<file path="src/rtl/toggle_event_rx.sv">
// toggle_event_rx: recovers toggle-line events into a pulse, a pending queue and a count.
// Optional macro TOG_RX_ACK_EN builds the ack_tog return toggle.
module toggle_event_rx #(
    parameter int SYNC_STAGES = 2,
    parameter int CNT_W       = 8,
    parameter int PEND_W      = 3
) (
    input  logic              clk,
    input  logic              reset_n,
    input  logic              tog_in,
    input  logic              evt_ready,
    input  logic              clr_ovf,
    output logic              evt_pulse,
    output logic              evt_valid,
    output logic [PEND_W-1:0] pending,
    output logic [CNT_W-1:0]  evt_count,
    output logic              overflow,
    output logic              ack_tog
);

    localparam logic [PEND_W-1:0] MAX_PEND = '1;
    localparam logic [PEND_W-1:0] PEND_ONE = {{(PEND_W-1){1'b0}}, 1'b1};
    localparam logic [CNT_W-1:0]  CNT_ONE  = {{(CNT_W-1){1'b0}}, 1'b1};

    logic [SYNC_STAGES-1:0] sync_q, sync_d;
    logic                   prev_q, prev_d;
    logic                   pulse_q, pulse_d;
    logic [PEND_W-1:0]      pend_q, pend_d;
    logic [CNT_W-1:0]       cnt_q, cnt_d;
    logic                   ovf_q, ovf_d;

    logic evt_edge;
    logic push;
    logic pop;
    logic full;
    logic drop;

    assign evt_edge = sync_q[SYNC_STAGES-1] ^ prev_q;
    assign push     = evt_edge;
    assign pop      = (pend_q != '0) && evt_ready;
    assign full     = (pend_q == MAX_PEND);
    // A push into a full queue with no pop to make room is lost.
    assign drop     = push && !pop && full;

    // Synchroniser chain and the delayed copy used for level-change detection.
    always_comb begin
        sync_d = {sync_q[SYNC_STAGES-2:0], tog_in};
        prev_d = sync_q[SYNC_STAGES-1];
    end

    // Pulse and wrapping count follow every detected change, dropped or not.
    always_comb begin
        pulse_d = evt_edge;
        cnt_d   = cnt_q;
        if (evt_edge) begin
            cnt_d = cnt_q + CNT_ONE;
        end
    end

    // Saturating pending counter; push and pop together cancel out.
    always_comb begin
        pend_d = pend_q;
        if (push && !pop && !full) begin
            pend_d = pend_q + PEND_ONE;
        end else if (pop && !push) begin
            pend_d = pend_q - PEND_ONE;
        end
    end

    // Sticky overflow; a new drop beats a clear in the same cycle.
    always_comb begin
        ovf_d = ovf_q;
        if (drop) begin
            ovf_d = 1'b1;
        end else if (clr_ovf) begin
            ovf_d = 1'b0;
        end
    end

    // State registers, all cleared asynchronously.
    always_ff @(posedge clk or negedge reset_n) begin
        if (!reset_n) begin
            sync_q  <= '0;
            prev_q  <= 1'b0;
            pulse_q <= 1'b0;
            pend_q  <= '0;
            cnt_q   <= '0;
            ovf_q   <= 1'b0;
        end else begin
            sync_q  <= sync_d;
            prev_q  <= prev_d;
            pulse_q <= pulse_d;
            pend_q  <= pend_d;
            cnt_q   <= cnt_d;
            ovf_q   <= ovf_d;
        end
    end

`ifdef TOG_RX_ACK_EN
    logic ack_q, ack_d;

    // Return toggle flips once per consumed event.
    always_comb begin
        ack_d = ack_q ^ pop;
    end

    // Acknowledge register.
    always_ff @(posedge clk or negedge reset_n) begin
        if (!reset_n) begin
            ack_q <= 1'b0;
        end else begin
            ack_q <= ack_d;
        end
    end

    assign ack_tog = ack_q;
`else
    assign ack_tog = 1'b0;
`endif

    assign evt_pulse = pulse_q;
    assign evt_valid = (pend_q != '0);
    assign pending   = pend_q;
    assign evt_count = cnt_q;
    assign overflow  = ovf_q;

endmodule

</file>
<file path="config.mk">
export PLATFORM = sky130hd
export DESIGN_NAME = toggle_event_rx
export DESIGN_NICKNAME = d
export VERILOG_FILES = /design/src/rtl/toggle_event_rx.sv
export SDC_FILE = /design/constraint.sdc
export NUM_CORES = 1
export LEC_CHECK = 0
export BUFFER_PORTS_ARGS = -buffer_cell sky130_fd_sc_hd__buf_4
export CORE_MARGIN = 1.5
export CORE_UTILIZATION = 51
export CTS_CLUSTER_DIAMETER = 200
export DETAILED_ROUTE_END_ITERATION = 10
export PLACE_DENSITY_LB_ADDON = 0.15
export REMOVE_ABC_BUFFERS = 1
export SYNTH_ARGS = -nofsm -noshare
export SYNTH_HDL_FRONTEND = slang
export SYNTH_SLANG_ARGS = --single-unit
</file>
<file path="constraint.sdc">
create_clock -name clk -period 2.8 [get_ports clk]
set_input_delay 0.56 -clock clk [delete_from_list [all_inputs] [get_ports clk]]
set_output_delay 0.56 -clock clk [all_outputs]
set_load 0.05 [all_outputs]
</file>
==> flow_summary.json, run 1 <==
{
  "post-cts-setup-buffer-count": 0,
  "post_drt_wl_per_cell_um": 13.6,
  "global_route.usage.total_pct": 18.7,
  "path_cells": "xnor2_1 -> buf_4 -> inv_2 -> o21ai_0 -> fa_1 -> o21bai_1 -> a32oi_1 -> nand4_1",
  "yosysSeqAreaShare_pct": 47.8,
  "totalNegativeSetupSlack_ns": 0,
  "worst_setup_path_startpoint": "sync_q[1]",
  "cp_num_cells": 8,
  "path_class": "reg2reg",
  "netlist-cell-type-count": 36,
  "worst_r2r_startpoint": "sync_q[1]",
  "cts_tree": "yes",
  "outcome": "completed",
  "post-route-drc-count": 0,
  "initial_antenna_violation_count": 0,
  "per_instance_average_area_after_synthesis_um2": 10.3,
  "worst_skew_pair.late_latency_ns": 0.28,
  "clock_root_buffer": "sky130_fd_sc_hd__clkbuf_4",
  "port_buffers": 18,
  "clock-sinks": 16,
  "ant_nets": 0,
  "final_count_of_pins_violating_max_slew": 0,
  "layout-drive-gt1-share_pct": 28.9,
  "min_period_ns": 2.18,
  "hold_violation_total_from_the_final_report": 0,
  "vdd.ir_drop.worst_mv": 0.759,
  "critPathLaunchType": "flip-flop",
  "ys_seq_elements": 16,
  "pwr_density_cell_nw_per_um2": 1270,
  "vias_in_the_first_global_route": 607,
  "worst_r2r_endpoint": "pending[1]",
  "p_leak_uw": 0.000440,
  "floorplan.die_area_um2": 1900,
  "synthesis.instances": 81,
  "yosysWarningCount": 0,
  "htree_levels": 1,
  "cp_slowest_cell": "sky130_fd_sc_hd__fa_1",
  "dieHeight_um": 43.5,
  "maxCapViolations": 0,
  "clk_transition_reported_paths_ns": 0.10,
  "gp_congestion": 0.724,
  "crit_family": "compound AO/OA/AOI/OAI gates",
  "route.detailed.vias_per_inst": 5.67,
  "max_freq_ghz": 0.459,
  "num_antenna_cells": 0,
  "min_period_over_period_pct": 77.8,
  "gr-total-overflow": 0,
  "setup-violations-final": 0,
  "cts_inserted_buffers": 3,
  "grt_setup_unrepaired": "no",
  "std_cell_rows": 14,
  "initial_core_util_pct": 55.0,
  "synthesis.area_um2": 838,
  "edff_count_synth": 0,
  "timing.critical_path.buf_inv": 2,
  "grt_max_degree": 17,
  "grt_first_pass_wirelength_mm": 2.69,
  "type_of_element_capturing_the_critical_path": "flip-flop",
  "utilization_pct": 65.2,
  "drt-total-wl_mm": 1.54,
  "critical-path-max-stage-delay_ns": 0.51,
  "worst-endpoint-required_ns": 2.95,
  "die_x_um": 43.5,
  "pin_count": 20,
  "drtPass1Iterations": 4,
  "synth_flop_cell": "sky130_fd_sc_hd__dfrtp_1",
  "critPathMaxFanout": 16,
  "rr_worst_depth": 8,
  "hp-class": "in2async",
  "dp_hpwl_mm": 1.08,
  "drt_first_iter_violations": 4,
  "critPathArrivalTime_ns": 2.33,
  "async_reset_ff_share_pct": 100,
  "synthesis_to_layout_area_growth_pct": 18.5,
  "core_area_um2": 1520,
  "finalNetCount": 105,
  "route.vias.total": 641,
  "resized_cells_post_cts": 0,
  "r2r_slack_ns": 0.62,
  "cts_hold_repair.buffers": 0,
  "critical_path.endpoint": "pending[1]",
  "skew_ns": 0.00423,
  "cts_buffer_depth": 2
}
[flip-flops by register name, summed over array words and instances (netlist names)]
register and cells:
evt_count 8, evt_pulse 1, overflow 1, pending 3
prev_q 1, sync_q 2
[where the power goes]
group | switching [µW] | internal (µW) | total, µW
sequential | 129 | 305 | 434
combinational | 434 | 246 | 680
clock | 70.6 | 79.0 | 150
[metal layers]
layer	vias to the layer above	part of all wire, %	global-route usage, %
met1	305	46	26.9
met3	2	4.2	2.92
met4	0	1.1	9.09
met5	-	0	0
li1	317	-	-
met2	17	48	27.6
[logic make-up after synthesis]
| group | count (synthesis) | share of synthesized area (%) |
|---|---|---|
| other | 1 | 0.447 |
| flip-flops | 16 | 47.8 |
| AO/OA/AOI/OAI | 15 | 12.4 |
| XOR/XNOR | 8 | 8.36 |
| buffers and inverters | 9 | 6.12 |
| AND/OR/NAND/NOR | 30 | 21.0 |
| adder cells (fa/ha/maj) | 2 | 3.88 |
[cell usage after synthesis, types with 2 or more instances]
| cell | n | share of area [%] |
|---|---|---|
| sky130_fd_sc_hd__nor2_1 | 5 | 2.2 |
| sky130_fd_sc_hd__o21ai_1 | 2 | 1.2 |
| sky130_fd_sc_hd__nand3_1 | 2 | 1.2 |
| sky130_fd_sc_hd__a31oi_1 | 2 | 1.5 |
| sky130_fd_sc_hd__dfrtp_1 | 16 | 48 |
| sky130_fd_sc_hd__buf_2 | 2 | 1.2 |
| sky130_fd_sc_hd__nand4_1 | 3 | 2.2 |
| sky130_fd_sc_hd__o21ai_0 | 3 | 1.8 |
| sky130_fd_sc_hd__buf_4 | 2 | 1.8 |
| sky130_fd_sc_hd__clkbuf_1 | 2 | 0.90 |
| sky130_fd_sc_hd__o22ai_1 | 2 | 1.5 |
| sky130_fd_sc_hd__nor3_1 | 2 | 1.2 |
| sky130_fd_sc_hd__xnor2_1 | 8 | 8.4 |
| sky130_fd_sc_hd__nand2_1 | 8 | 3.6 |
[cell type report]
type | instances | area [µm²]
clock buffers | 4 | 36.3
multi-input cells | 56 | 387
well taps | 16 | 20.0
repair buffers | 19 | 143
inverters | 2 | 7.51
flip-flops and latches | 16 | 400
fillers | 142 | 531
[through the flow]
stage	cell area, µm²	power, µW	instances	worst slack [ns]	hold WS (ns)
3_5_place_dp	957	1120	109	0.584	0.345
2_1_floorplan	795	920	74	0.461	0.264
5_1_grt	993	1350	113	0.478	0.110
4_1_cts	993	1270	113	0.644	0.120
3_3_place_gp	957	1100	109	0.667	0.335
6_report	993	1260	113	0.622	0.120
[layout by cell type (no fill, tap or decap), drive strengths merged]
master  synthesis  layout
buf             5      19
dfrtp          16      16
xnor2           8       8
nand2           8       8
nor2            5       5
o21ai           5       5
nand4           4       4
clkbuf          2       4
o22ai           2       2
a31oi           2       2
nor3            2       2
nand3           2       2
inv             2       2
a21oi           1       1
o21a            1       1
or3             1       1
nand4b          1       1
o21bai          1       1
a32oi           1       1
a41oi           1       1
nand2b          1       1
o41ai           1       1
nor4b           1       1
nor4            1       1
and4            1       1
and3            1       1
nand3b          1       1
nor3b           1       1
fa              1       1
ha              1       1
conb            1       1
[worst min path at each step]
stage | start | end | slack (ns) | cells past startpoint
2_1_floorplan | reset_n | evt_count[0] | 0.26 | 0
3_3_place_gp | sync_q[0] | sync_q[1] | 0.34 | 0
3_5_place_dp | sync_q[0] | sync_q[1] | 0.34 | 0
4_1_cts | reset_n | evt_count[2] | 0.12 | 1
5_1_grt | reset_n | evt_count[2] | 0.11 | 1
6_report | reset_n | evt_count[2] | 0.12 | 1
Note: power is estimated with default switching activity, not from simulation.
==> run 2: changes to the inputs <==
==> constraint.sdc (replaced) <==
create_clock -name clk -period 2.1 [get_ports clk]
set_input_delay 0.42 -clock clk [delete_from_list [all_inputs] [get_ports clk]]
set_output_delay 0.42 -clock clk [all_outputs]
set_load 0.05 [all_outputs]
==> run 2 against run 1 <==
Net effect:
- critical path depth shrank 1
- global-route usage shrank 0.41 points
- flip-flop and latch count unchanged
- non-clock buffer count grew 6
- cell count up 4.4%
- die area stayed put
- register-to-register slack got worse by 0.48 ns
- design area rose by 3.7%
- clock power about the same
- via count rose by 4.1%
- sequential share of layout area is 1.4 points lower
- power increased by 35%
- critical endpoint unchanged
==> flow_summary.json, run 2 (synthesis results as in run 1) <==
{
  "outcome": "completed",
  "layout.cells.most_common": "sky130_fd_sc_hd__buf_4",
  "port_buffers": 18,
  "htree_levels": 1,
  "comb_power_share_pct": 59.6,
  "worst_setup_path_startpoint": "pending[2]",
  "fin_area_um2": 1030,
  "drt-total-wl_mm": 1.63,
  "worst_r2r_startpoint": "pending[2]",
  "grt_first_pass_wirelength_mm": 2.65,
  "largest_reg_flops": 8,
  "layout-drive-gt1-share_pct": 32.4,
  "maxCapViolations": 0,
  "grt_setup_unrepaired": "no",
  "gp_congestion": 0.793,
  "grt_max_degree": 17,
  "route.vias.total": 667,
  "power.share.switching_pct": 50.2,
  "num_antenna_cells": 0,
  "dieHeight_um": 43.5,
  "vias_in_the_first_global_route": 603,
  "post-route-drc-count": 0,
  "hold_violation_total_from_the_final_report": 0,
  "drtPass1Iterations": 4,
  "critical_path.endpoint": "pending[1]",
  "hp-class": "in2reg",
  "initial_core_util_pct": 55.0,
  "layout.cells.most_common_list": "sky130_fd_sc_hd__buf_4 (24), sky130_fd_sc_hd__dfrtp_1 (16), sky130_fd_sc_hd__xnor2_1 (8), sky130_fd_sc_hd__nand2_1 (8), sky130_fd_sc_hd__nor2_1 (5)",
  "clkPwrFrac_pct": 8.9,
  "cp_slowest_cell": "sky130_fd_sc_hd__fa_2",
  "min_period_over_period_pct": 93.2,
  "drt_first_iter_violations": 4,
  "gr-total-overflow": 0,
  "clock-sinks": 16,
  "vdd.ir_drop.worst_mv": 0.837,
  "cts_buffer_depth": 2,
  "critical-path-max-stage-delay_ns": 0.51,
  "route.detailed.vias_per_inst": 5.65,
  "die_x_um": 43.5,
  "fillCellCount": 135,
  "std_cell_rows": 14,
  "skew_ns": 0.00410,
  "design_power_total_uw": 1710,
  "final_count_of_pins_violating_max_slew": 0,
  "core_area_um2": 1520,
  "cts_tree": "yes",
  "crit_family": "compound AO/OA/AOI/OAI gates",
  "switching_power_uw": 856,
  "initial_antenna_violation_count": 0,
  "synthesis_to_layout_area_growth_pct": 22.8,
  "worst_skew_pair.late_latency_ns": 0.27,
  "dp_hpwl_mm": 1.19,
  "dpl_cell_area_um2": 995,
  "r2r_slack_ns": 0.14,
  "cp_num_cells": 7,
  "utilization_pct": 67.6,
  "clk_transition_reported_paths_ns": 0.09,
  "path_cells": "o21a_1 -> nor2_1 -> o21ai_0 -> fa_2 -> o21bai_1 -> a32oi_1 -> nand4_1",
  "critPathLaunchType": "flip-flop",
  "post_drt_wl_per_cell_um": 13.8,
  "timing.critical_path.buf_inv": 0,
  "setup-violations-final": 0,
  "worst-endpoint-required_ns": 2.25,
  "floorplan.die_area_um2": 1900,
  "pwr_density_cell_nw_per_um2": 1660,
  "fin_hold_ws_ns": 0.249,
  "p_leak_uw": 0.000461,
  "finalNetCount": 111,
  "type_of_element_capturing_the_critical_path": "flip-flop",
  "clock_root_buffer": "sky130_fd_sc_hd__clkbuf_4",
  "global_route.usage.total_pct": 18.3,
  "rr_worst_depth": 7,
  "ant_nets": 0,
  "path_class": "reg2reg",
  "cts_inserted_buffers": 3,
  "min_path_cells": 1,
  "worst_r2r_endpoint": "pending[1]",
  "cellInternalPower_uw": 850,
  "critPathMaxFanout": 8,
  "critPathArrivalTime_ns": 2.10,
  "min_period_ns": 1.96,
  "max_freq_ghz": 0.511,
  "pin_count": 20,
  "pwr-share-seq_pct": 31.5
}
-- run 2: cell types whose count changed in the layout (fill, tap and decap cells not counted), sizes merged --
cell / change
clkbuf: -1
buf: +5
dlygate4sd3: +1
-- run 2: repair_timing --
action / CTS / global route
hold buffers: 1 / 0
gates resized for setup: 0 / 1
setup endpoints to repair: 0 / 1
hold endpoints to repair: 16 / 0
buffers inserted: 0 / 0
-- run 2: metrics by stage --
stage               setup slack (ns)  std cells  TNS, ns
finish                         0.143        118        0
global route                  0.0265        118        0
floorplan                     -0.239         74   -0.239
detailed placement             0.135        114        0
CTS                            0.164        118        0
global placement               0.176        114        0
-- run 2: worst min-delay path by stage --
stage / startpoint / end / slack (ns)
after global routing: tog_in / sync_q[0] / 0.24
after global placement: reset_n / evt_count[2] / 0.29
after CTS: tog_in / sync_q[0] / 0.25
after detailed placement: reset_n / evt_count[3] / 0.29
final: tog_in / sync_q[0] / 0.25
after floorplan: reset_n / evt_count[0] / 0.12
-- run 2: power by group through the flow --
stage                     sequential (µW)  combinational, µW  clock [µW]
after floorplan                       879                347           0
after global placement                538                987           0
after detailed placement              542               1010           0
after CTS                             537               1010         154
after global routing                  551               1090         165
final                                 537               1020         151
-- run 2: cell type report --
cell class	instances	area (µm²)	share of cell area, %
clock buffers	3	22.5	2.19
repair buffers	25	190	18.5
inverters	2	7.51	0.729
multi-input cells	56	389	37.8
well taps	16	20.0	1.94
flip-flops and latches	16	400	38.9
-- run 2: per-layer routing --
layer	wire [µm]	part of all wire (%)	global-route usage (%)	vias up
met5	0	0	0	-
met1	768	47	23.4	319
met4	19	1.2	5.45	0
li1	-	-	-	331
met3	59	3.6	2.50	2
met2	777	48	32.1	15
-- run 2: worst register-to-register path, cell delays in order, from the launching register on --
cell and delay [ns]:
sky130_fd_sc_hd__dfrtp_1 0.49, sky130_fd_sc_hd__o21a_1 0.16, sky130_fd_sc_hd__nor2_1 0.04, sky130_fd_sc_hd__o21ai_0 0.20, sky130_fd_sc_hd__fa_2 0.51, sky130_fd_sc_hd__o21bai_1 0.17
sky130_fd_sc_hd__a32oi_1 0.16, sky130_fd_sc_hd__nand4_1 0.11
==> run 3: changes to the inputs <==
--- a/config.mk
+++ b/config.mk
@@ -5,9 +5,10 @@
 export SDC_FILE = /design/constraint.sdc
 export NUM_CORES = 1
 export LEC_CHECK = 0
+export ABC_AREA = 1
 export BUFFER_PORTS_ARGS = -buffer_cell sky130_fd_sc_hd__buf_4
 export CORE_MARGIN = 1.5
-export CORE_UTILIZATION = 51
+export CORE_UTILIZATION = 49
 export CTS_CLUSTER_DIAMETER = 200
 export DETAILED_ROUTE_END_ITERATION = 10
 export PLACE_DENSITY_LB_ADDON = 0.15
==> constraint.sdc (replaced) <==
create_clock -name clk -period 2 [get_ports clk]
set_input_delay 0.4 -clock clk [delete_from_list [all_inputs] [get_ports clk]]
set_output_delay 0.4 -clock clk [all_outputs]
set_load 0.05 [all_outputs]
==> run 3 against run 2 <==
Net effect:
- critical path type unchanged
- global-route usage shrank 1.3 points
- critical endpoint is now pending[2]
- largest cell class unchanged
- flip-flop and latch count unchanged
- clock skew decreased by 0.0015 ns
==> flow_summary.json, run 3 <==
{
  "gr-total-overflow": 0,
  "post_drt_wl_per_cell_um": 11.2,
  "clk_transition_reported_paths_ns": 0.09,
  "clock-sinks": 16,
  "std_cell_rows": 14,
  "synthesis.area_um2": 759,
  "netlist.top_cell.by_area": "sky130_fd_sc_hd__dfrtp_1",
  "ant_nets": 0,
  "place_inst": 112,
  "skew_ns": 0.00257,
  "rr_worst_depth": 10,
  "num_antenna_cells": 0,
  "crit_family": "simple AND/OR/NAND/NOR gates",
  "gp_congestion": 0.768,
  "max_freq_ghz": 0.597,
  "route.detailed.vias_per_inst": 4.94,
  "drt-total-wl_mm": 1.31,
  "cp_common_cell": "sky130_fd_sc_hd__nand2_1",
  "critPathArrivalTime_ns": 1.90,
  "route.vias.total": 578,
  "min_period_ns": 1.67,
  "fin_hold_ws_ns": 0.220,
  "vias_in_the_first_global_route": 527,
  "critPathLaunchType": "flip-flop",
  "path_cells": "nor2_1 -> nand2_1 -> nand2_1 -> nand3_2 -> fa_1 -> inv_1 -> nand2_1 -> nand2_1 -> nand2_1 -> nand2_1",
  "area_share_of_the_largest_cell_type_after_synthesis_pct": 52.7,
  "drtPass1Iterations": 4,
  "outcome": "completed",
  "grt_setup_unrepaired": "no",
  "layout.cells.most_common": "sky130_fd_sc_hd__nand2_1",
  "cts_buffer_depth": 2,
  "drt_first_iter_violations": 5,
  "pre_cts_slack_ns": 0.323,
  "maxCapViolations": 0,
  "timing.hold.worst.start": "tog_in",
  "path_class": "reg2reg",
  "synth.top_cells.by_count": "sky130_fd_sc_hd__nand2_1 (26), sky130_fd_sc_hd__dfrtp_1 (16), sky130_fd_sc_hd__inv_1 (7), sky130_fd_sc_hd__xnor2_1 (4)",
  "largest_reg_flops": 8,
  "yosysSeqAreaShare_pct": 52.7,
  "yosys.cell_count.top_type": "sky130_fd_sc_hd__nand2_1",
  "setup-violations-final": 0,
  "post_layout_nonfiller_instances": 117,
  "worst_setup_path_startpoint": "pending[0]",
  "min_period_over_period_pct": 83.7,
  "synth_flop_cell": "sky130_fd_sc_hd__dfrtp_1",
  "vdd.ir_drop.worst_mv": 1.06,
  "critical_path.endpoint": "pending[2]",
  "layout.cells.most_common_list": "sky130_fd_sc_hd__nand2_1 (26), sky130_fd_sc_hd__buf_4 (18), sky130_fd_sc_hd__dfrtp_1 (16), sky130_fd_sc_hd__inv_1 (7), sky130_fd_sc_hd__xnor2_1 (4)",
  "edff_count_synth": 0,
  "grt_max_degree": 17,
  "totalNegativeSetupSlack_ns": 0,
  "finalNetCount": 109,
  "pwr_density_cell_nw_per_um2": 1780,
  "clock_root_buffer": "sky130_fd_sc_hd__clkbuf_4",
  "layout-drive-gt1-share_pct": 32.7,
  "initial_core_util_pct": 51.6,
  "cts_tree": "yes",
  "cts_inserted_buffers": 3,
  "final.setup.worst_slack_ns": 0.326,
  "post-cts-setup-buffer-count": 0,
  "dieHeight_um": 42.4,
  "worst_r2r_endpoint": "pending[2]",
  "cp_num_cells": 10,
  "r2r_slack_ns": 0.33,
  "ys_seq_elements": 16,
  "yosys-top-cells-area": "sky130_fd_sc_hd__dfrtp_1 (53%), sky130_fd_sc_hd__nand2_1 (13%), sky130_fd_sc_hd__xnor2_1 (4.6%), sky130_fd_sc_hd__inv_1 (3.5%), sky130_fd_sc_hd__fa_1 (2.6%)",
  "worst_skew_pair.late_latency_ns": 0.28,
  "synthesis.instances": 79,
  "dp_hpwl_um": 968,
  "netlist-cell-type-count": 21,
  "per_instance_average_area_after_synthesis_um2": 9.61,
  "worst-endpoint-required_ns": 2.23,
  "worst_r2r_startpoint": "pending[0]",
  "async_reset_ff_share_pct": 100,
  "fillCellCount": 126,
  "critPathMaxFanout": 6,
  "synthesis_to_layout_area_growth_pct": 25.5,
  "grt_first_pass_wirelength_mm": 2.23,
  "final_count_of_pins_violating_max_slew": 0,
  "p_leak_uw": 0.000496,
  "yosysWarningCount": 0,
  "cp_slowest_cell": "sky130_fd_sc_hd__dfrtp_1",
  "hp-class": "in2reg",
  "type_of_element_capturing_the_critical_path": "flip-flop",
  "hold_violation_total_from_the_final_report": 0,
  "pin_count": 20,
  "critical-path-max-stage-delay_ns": 0.45,
  "timing.critical_path.buf_inv": 1,
  "core_area_um2": 1470,
  "initial_antenna_violation_count": 0,
  "htree_levels": 1,
  "port_buffers": 18,
  "global_route.usage.total_pct": 17.0,
  "floorplan.die_area_um2": 1800,
  "post-route-drc-count": 0,
  "die_x_um": 42.4
}
==> run 3: worst reg2reg max path, stage by stage, from the launching register on <==
cell and delay [ns]:
sky130_fd_sc_hd__dfrtp_1 0.45, sky130_fd_sc_hd__nor2_1 0.14, sky130_fd_sc_hd__nand2_1 0.11, sky130_fd_sc_hd__nand2_1 0.11, sky130_fd_sc_hd__nand3_2 0.10, sky130_fd_sc_hd__fa_1 0.39
sky130_fd_sc_hd__inv_1 0.07, sky130_fd_sc_hd__nand2_1 0.07, sky130_fd_sc_hd__nand2_1 0.07, sky130_fd_sc_hd__nand2_1 0.06, sky130_fd_sc_hd__nand2_1 0.06
==> run 3: final cells by class <==
cell class,instances,area [µm²],area share [%]
multi-input combinational,53,318,33.3
tap,16,20.0,2.10
sequential,16,400,42.0
inverter,9,33.8,3.54
clock buffer,4,36.3,3.81
timing repair buffer,19,145,15.2
==> run 3: report_power, final <==
group	total [µW]	switching (µW)	leakage, µW	internal (µW)
Combinational	929	642	0.000278	287
Sequential	558	128	0.000197	429
Clock	207	96.7	0.0000210	111
==> run 3: worst min-delay path by stage <==
stage	slack [ns]	end	cells past startpoint
2_1_floorplan	0.10	evt_count[0]	0
3_3_place_gp	0.27	overflow	1
3_5_place_dp	0.27	overflow	1
4_1_cts	0.22	sync_q[0]	1
5_1_grt	0.21	sync_q[0]	1
6_report	0.22	sync_q[0]	1
==> run 3: metrics by stage <==
step | power [µW] | instance area, µm² | util, %
final | 1690 | 953 | 64.8
after global routing | 1810 | 953 | 64.8
after CTS | 1710 | 953 | 64.8
after detailed placement | 1500 | 907 | 61.6
after global placement | 1470 | 907 | 61.6
after floorplan | 1230 | 752 | -
==> run 3: what timing repair did <==
item / in CTS / in global routing
endpoints found under the setup margin: 0 / 0
resized for setup: 0 / 0
hold buffers: 1 / 0
hold endpoints to repair: 16 / 0
==> run 3: cell families (layout without fill, tap and decap cells) <==
group	after synthesis	in the layout	synth area share (%)
xor gates and xnor gates	6	6	6.92
other	1	1	0.494
and+or+nand+nor	42	42	28.7
AOI/OAI and AO/OA	2	2	1.48
DFF	16	16	52.7
adders and majority gates	2	2	4.28
buffers and inverters	10	32	5.44
==> run 3: routing by layer <==
metal / GRT usage (%) / wire, µm / up-vias
met5: 0 / 0 / -
met4: 11.3 / 41 / 0
met2: 28.9 / 632 / 21
met1: 19.6 / 561 / 269
li1: - / - / 282
met3: 2.59 / 73 / 6
